File: config.mk
export PLATFORM = sky130hd
export DESIGN_NAME = hazard_ctrl
export DESIGN_NICKNAME = d
export VERILOG_FILES = /design/src/rtl/hazard_ctrl.sv
export SDC_FILE = /design/constraint.sdc
export NUM_CORES = 1
export LEC_CHECK = 0
export ABC_CLOCK_PERIOD_IN_PS = 6900
export BUFFER_PORTS_ARGS = -buffer_cell sky130_fd_sc_hd__clkbuf_2
export CORE_MARGIN = 2
export CORE_UTILIZATION = 45
export CTS_CLUSTER_DIAMETER = 50
export CTS_CLUSTER_SIZE = 28
export DETAILED_ROUTE_END_ITERATION = 10
export PLACE_DENSITY = 0.69
export REMOVE_ABC_BUFFERS = 1
export SYNTH_ARGS = -nofsm -noshare
export SYNTH_HDL_FRONTEND = slang
export SYNTH_SLANG_ARGS = --single-unit
File: constraint.sdc
create_clock -name clk -period 6.9 [get_ports clk]
set_input_delay 1.38 -clock clk [delete_from_list [all_inputs] [get_ports clk]]
set_output_delay 1.38 -clock clk [all_outputs]
set_load 0.01 [all_outputs]
File: src/rtl/hazard_ctrl.sv
// hazard_ctrl: hazard and sequencing controller for the 5-stage RISC-V core.
//
// Drives the stall/flush enables of the F/D/E/M/W pipeline registers and the
// execute-stage forwarding selects. It keeps a shadow scoreboard (rd, write
// enable, load flag) for the E, M and W stages. A small FSM sequences
// multi-cycle data-memory accesses.
//
// Data memory handshake: dmem_reqM says the M-stage access is in flight, and
// dmem_readyM says the memory completes it in the current cycle. Every cycle
// with the request up and ready low is a wait cycle. Once waiting starts, the
// wait lasts until ready is seen, and the ready cycle itself advances the
// pipeline.
//
// Ports:
//   clk, rst_n             clock (rising edge), async active-low reset
//   rs1D, rs2D, rdD        decode-stage register indices
//   reg_writeD             decode-stage register write enable
//   result_srcD            decode result select, 2'b01 marks a load
//   pc_srcE                redirect resolved in E
//   dmem_reqM, dmem_readyM data memory request / completion
//   stallF..flushW         pipeline register stall/flush enables
//   forwardAE, forwardBE   operand selects: 00 regfile, 10 from M, 01 from W
//   bubble_cnt             saturating count of inserted bubbles
module hazard_ctrl #(
  parameter int REG_W = 5,
  parameter int CNT_W = 16
) (
  input  logic             clk,
  input  logic             rst_n,
  input  logic [REG_W-1:0] rs1D,
  input  logic [REG_W-1:0] rs2D,
  input  logic [REG_W-1:0] rdD,
  input  logic             reg_writeD,
  input  logic [1:0]       result_srcD,
  input  logic             pc_srcE,
  input  logic             dmem_reqM,
  input  logic             dmem_readyM,
  output logic             stallF,
  output logic             stallD,
  output logic             flushD,
  output logic             stallE,
  output logic             flushE,
  output logic             stallM,
  output logic             flushW,
  output logic [1:0]       forwardAE,
  output logic [1:0]       forwardBE,
  output logic [CNT_W-1:0] bubble_cnt
);

  typedef enum logic [1:0] {BOOT, RUN, MEM_WAIT} state_t;

  state_t state, stateNext;

  // Shadow scoreboard
  logic [REG_W-1:0] rdE, rdM, rdW;
  logic             weE, weM, weW;
  logic             ldE, ldM, ldW;
  logic [REG_W-1:0] rs1E, rs2E;

  logic       memWait;
  logic       loadUse;
  logic [1:0] bubbleInc;
  logic [CNT_W:0] cntSum;

  assign loadUse = ldE && weE && (rdE != '0) && ((rdE == rs1D) || (rdE == rs2D));

  always_ff @(posedge clk or negedge rst_n) begin
    if (!rst_n) state <= BOOT;
    else        state <= stateNext;
  end

  always_comb begin
    stateNext = state;
    stallF    = 1'b0;
    stallD    = 1'b0;
    flushD    = 1'b0;
    stallE    = 1'b0;
    flushE    = 1'b0;
    stallM    = 1'b0;
    flushW    = 1'b0;
    memWait   = 1'b0;
    bubbleInc = 2'd0;
    case (state)
      BOOT: begin
        flushD    = 1'b1;
        flushE    = 1'b1;
        stateNext = RUN;
      end
      RUN, MEM_WAIT: begin
        // The first RUN cycle that sees the request without ready already
        // freezes the pipeline. Redirect and load-use are only looked at
        // when nothing is waiting, because E is frozen during a wait.
        if ((state == MEM_WAIT || dmem_reqM) && !dmem_readyM) begin
          memWait   = 1'b1;
          stallF    = 1'b1;
          stallD    = 1'b1;
          stallE    = 1'b1;
          stallM    = 1'b1;
          flushW    = 1'b1;
          bubbleInc = 2'd1;
          stateNext = MEM_WAIT;
        end else begin
          stateNext = RUN;
          if (pc_srcE) begin
            flushD    = 1'b1;
            flushE    = 1'b1;
            bubbleInc = 2'd2;
          end else if (loadUse) begin
            stallF    = 1'b1;
            stallD    = 1'b1;
            flushE    = 1'b1;
            bubbleInc = 2'd1;
          end
        end
      end
      default: stateNext = BOOT;
    endcase
  end

  // Scoreboard advance. A memory wait freezes E and M and injects a bubble into W.
  always_ff @(posedge clk or negedge rst_n) begin
    if (!rst_n) begin
      rdE <= '0; weE <= 1'b0; ldE <= 1'b0;
      rdM <= '0; weM <= 1'b0; ldM <= 1'b0;
      rdW <= '0; weW <= 1'b0; ldW <= 1'b0;
      rs1E <= '0;
      rs2E <= '0;
    end else if (memWait) begin
      rdW <= '0; weW <= 1'b0; ldW <= 1'b0;
    end else begin
      rdW <= rdM; weW <= weM; ldW <= ldM;
      rdM <= rdE; weM <= weE; ldM <= ldE;
      rs1E <= rs1D;
      rs2E <= rs2D;
      if (flushE) begin
        rdE <= '0; weE <= 1'b0; ldE <= 1'b0;
      end else begin
        rdE <= rdD;
        weE <= reg_writeD;
        ldE <= (result_srcD == 2'b01);
      end
    end
  end

  // Forwarding: the newer value in M wins over W. x0 is never forwarded.
  always_comb begin
    forwardAE = 2'b00;
    forwardBE = 2'b00;
    if (weM && (rdM != '0) && (rdM == rs1E))      forwardAE = 2'b10;
    else if (weW && (rdW != '0) && (rdW == rs1E)) forwardAE = 2'b01;
    if (weM && (rdM != '0) && (rdM == rs2E))      forwardBE = 2'b10;
    else if (weW && (rdW != '0) && (rdW == rs2E)) forwardBE = 2'b01;
  end

  // Saturating bubble counter. The extra sum bit catches overflow, including
  // a +2 step that would cross all-ones.
  assign cntSum = {1'b0, bubble_cnt} + {{(CNT_W-1){1'b0}}, bubbleInc};

  always_ff @(posedge clk or negedge rst_n) begin
    if (!rst_n)           bubble_cnt <= '0;
    else if (cntSum[CNT_W]) bubble_cnt <= '1;
    else                  bubble_cnt <= cntSum[CNT_W-1:0];
  end

endmodule

[Word-level counts from Yosys, hierarchy flattened]
Index checks and enable logic that the tools add are counted.
Operators by class
  $add $sub $neg: 1
  equal/unequal tests: 9
  multiplexer cells: 28
  reduce and logical (&&, ||, !) cells: 18
Operators by type and width (count)
  $eq A5 B5 Y1: 6
  $add A16 B2 Y17: 1
  $mux W1: 16
  $mux W16: 1
  $reduce_bool A5 Y1: 3
  $mux W2: 6
  $logic_and A1 B1 Y1: 10
  $mux W5: 2
  $eq A2 B1 Y1 const B: 2
  $pmux W1 S2: 2
  $pmux W2 S2: 1
  $eq A2 B2 Y1 const B: 1
  $logic_not A2 Y1: 1
  $logic_or A1 B1 Y1: 2
  $reduce_or A2 Y1: 1
  $logic_not A1 Y1: 1
Storage, ports and cells
  flip-flop bits (word level): 47
  bits of input ports: 23
  output and inout port bits: 27
  word-level logic and storage cells: 67

[Logic depth before layout (Yosys ltp)]
  depth in word-level cells: 9
  gate-level depth with buffers: 14
  depth with buffers taken out: 12

[Least setup slack after synthesis]
No wires, ideal clock.
  path kind: input -> output
  start point: input port rs1D[2]
  end point: output port stallF
  arrival time: 2.711 ns
  data required time: 5.520 ns
  slack: 2.809 ns
  stages on the path: 6
  buffers on the path: 1
  cell sequence: xor2_1 nor3_1 a22oi_2 or2_1 o31ai_1 buf_4
Between the ends
  cells in the longest elaborated chain, start to end: 7
RTL lines
  start: declaration: RTL line 30  | input logic [REG_W-1:0] rs1D,
  $eq A5 B5 Y1: RTL line 65  | assign loadUse = ldE && weE && (rdE != '0) && ((rdE == rs1D) || (rdE == rs2D));
  $logic_or A1 B1 Y1: RTL line 65
  $logic_and A1 B1 Y1: RTL line 65
  $mux W1 (4 in series)
  end: declaration: RTL line 38  | output logic stallF,
No other way between the ends.

[Worst setup path in the final report]
  start point: input port dmem_reqM
  end point: output port stallM
Between the ends
  cells in the longest elaborated chain, start to end: 4
RTL lines
  start: declaration: RTL line 36  | input logic dmem_reqM,
  $logic_or A1 B1 Y1: RTL line 93  | if ((state == MEM_WAIT || dmem_reqM) && !dmem_readyM) begin
  $logic_and A1 B1 Y1: RTL line 93
  $mux W1: RTL line 93
  $mux W1: RTL line 83  | case (state)
  end: declaration: RTL line 43  | output logic stallM,
No other way between the ends.

==> flow_summary.toml <==
[global_route]
grt-ovfl-total = 0
grt_max_degree = 48
antenna_found_initial = 0
grt_pass1_wl_um = 8420
grt_pass1_vias = 1906
grtUsageTotal_pct = 17.2

[placed_design]
place_area_um2 = 2870
port-buffer-count = 49
gp_congestion = 0.756
dpl.hpwl_um = 3750
pre_cts_slack_ps = 2250

[clock_tree]
cts_tree = "built"
post_cts_buffers = 0
cts_made_buffers = 5
cts_resized = 0
root_buffer = "clkbuf_8"
clkSinkCount = 47
cts.hold.buffers_added = 0
path_clk_slew_ps = 90
cts_htree_levels = 2
clk_path_buf_depth = 2
clkLatencyLatePin_ps = 300

[critical_path]
r2r-end = "bubble_cnt[6]$_DFF_PN0_"
worstSetupStartpointType = "primary input"
cp_max_fo = 33
r2r_start = "state[0]$_DFF_PN0_"
critPathKind = "in -> out"
worstPathRequired_ps = 5520
reg2regPathDepth = 11
r2r_slack_ps = 3340
cp.arrival_ps = 3290
cp-end-kind = "output port"

[floorplanning]
fp.dieH_um = 79.7
rows = 27
start_util_pct = 46.8
pin_count = 50
fp.dieW_um = 79.7
dieArea_um2 = 6350
coreArea_um2 = 5510

[synthesis]
synth-seq-cells = 47
synth_commonest_cells = "nand2_1 (67), dfrtp_1 (47), xor2_1 (28), inv_1 (12), nand3_1 (12)"
synth_top_cell_by_area = "dfrtp_1"
synthCells = 267
ys_warn_count = 0
synth_most_common_cell = "nand2_1"
synthArstFlopShare_pct = 100
synth_top_area_share_pct = 45.7
synth-seq-area-share_pct = 45.7
synth_top_cells_by_area = "dfrtp_1 (46%), nand2_1 (9.8%), xor2_1 (9.5%)"
synthesis.area_um2 = 2580
synth_ff_type = "dfrtp_1"
synth_edf_count = 0
synth_area_per_cell_um2 = 9.65
ys_types = 42

[sta]
setup_tns_ps = 0
max_slew_margin_pct = 22.2
final.period_utilization_pct = 67.7
timing.fmax_ghz = 0.214
setup_slack_ps = 2230
rsz0062_at_grt = "false"
tightest_slew_ps = 1170
finalHoldViolations = 0
slew_violations = 0
period_needed_ps = 4670
setup_violations = 0
fin_skew_ps = 6.94

[route]
wl_um = 5150
viasPerCell = 5.03
via_count = 1947
drt_iter0_drc = 97
drtAntennaViolNets = 0
dr.pass1.iters = 4
drc_errors = 0
wl_per_cell_um = 13.3

[status]
outcome = "completed"

[power_and_ir_drop]
powerDensity_nw_per_um2 = 380
p_switching_w = 0.000439
p_total_w = 0.00114
swShare_pct = 38.5
p_int_w = 0.000700
ir_worst_vdd_mv = 0.224
leakage_nw = 1.54
seqPwrFrac_pct = 41.9
pwr-share-comb_pct = 36.9
clkPwrFrac_pct = 21.1

[min_path]
worst_hold_path.num_cells = 1
worstHoldEndpoint = "bubble_cnt[12]$_DFF_PN0_"
hold_path_class = "reg -> reg"
min_from = "bubble_cnt[12]$_DFF_PN0_"

[final_layout]
fin_area_um2 = 3000
final_nets = 343
diodes = 0
drive_gt1_share_pct = 26.0
n_fill_cell = 513
synthToLayoutAreaGrowth_pct = 16.5

[job]
maxCapViolCount = 0
[area by class of cell]
class	count	area, um^2	share of cell area [%]
Tap cell	72	90.1	3.00
Multi-Input combinational cell	194	1280	42.8
Clock inverter	3	67.6	2.25
Clock buffer	5	68.8	2.29
Inverter	16	61.3	2.04
Sequential cell	47	1180	39.2
Timing Repair Buffer	50	253	8.42
[stage by stage]
| step | util [%] | hold slack [ps] | instances |
|---|---|---|---|
| detailed placement | 52.0 | 500 | 379 |
| global route | 54.5 | 538 | 387 |
| global placement | 52.0 | 488 | 379 |
| finish | 54.5 | 506 | 387 |
| floorplan | - | 472 | 257 |
| CTS | 54.5 | 513 | 387 |
[layer usage]
metal / global-route usage, % / routed length (um) / vias to the layer above
met3: 3.17 / 146 / 5
met1: 21.4 / 2360 / 935
met4: 5.86 / 71 / 0
met2: 29.9 / 2570 / 36
li1: - / - / 971
met5: 0 / 0 / -
[cells by family after synthesis]
logic type | after synthesis | share of synthesized area (%)
flip-flops | 47 | 45.7
AND/OR/NAND/NOR | 123 | 24.1
multiplexers | 2 | 0.826
buffers and inverters | 26 | 4.47
AO/OA/AOI/OAI | 25 | 8.79
XOR/XNOR | 38 | 12.9
adder cells (fa/ha/maj) | 6 | 3.21
[state kept, by name (all words and copies together) (netlist names)]
register	cells
weW	1
state	2
weM	1
rdW	5
bubble_cnt	16
weE	1
ldE	1
rs1E	5
rdE	5
rs2E	5
rdM	5
[worst max-delay path by stage]
stage,startpoint,endpoint,cells past startpoint
3_3_place_gp,dmem_reqM,flushW,5
5_1_grt,dmem_reqM,stallE,5
3_5_place_dp,dmem_reqM,stallM,5
4_1_cts,dmem_reqM,stallM,5
2_1_floorplan,rs1D[2],stallD,5
6_report,dmem_reqM,stallM,5
[placed cells by master (no fill, tap or decap), drive strengths merged]
master	instances
ha	5
inv	15
or4	5
nor4	4
o211ai	9
nor2b	1
xnor2	10
clkinvlp	1
and4	1
nand3	13
nor3	3
nor2	7
nand3b	1
o31ai	2
a22oi	1
mux2i	1
buf	1
fa	1
nand2b	3
nand2	67
xor2	28
o21bai	1
or2	2
and3	4
a21oi	6
nand4	3
clkinv	1
nor3b	3
clkbuf	54
and2	6
mux2	1
a21o	1
o21ai	5
dfrtp	47
bufinv	2
[power by group through the flow]
stage / clock (W) / sequential, W / combinational, W
floorplan: 0 / 0.000464 / 0.000310
global placement: 0 / 0.000480 / 0.000410
detailed placement: 0 / 0.000485 / 0.000424
CTS: 0.000245 / 0.000479 / 0.000427
global route: 0.000252 / 0.000491 / 0.000474
finish: 0.000240 / 0.000478 / 0.000421
[worst max-delay path, stage by stage]
cell	delay, ps
clkbuf_2	80
o21bai_1	190
or2_1	920
inv_2	460
clkbuf_2	250
Power figures use the tool's default switching activity.
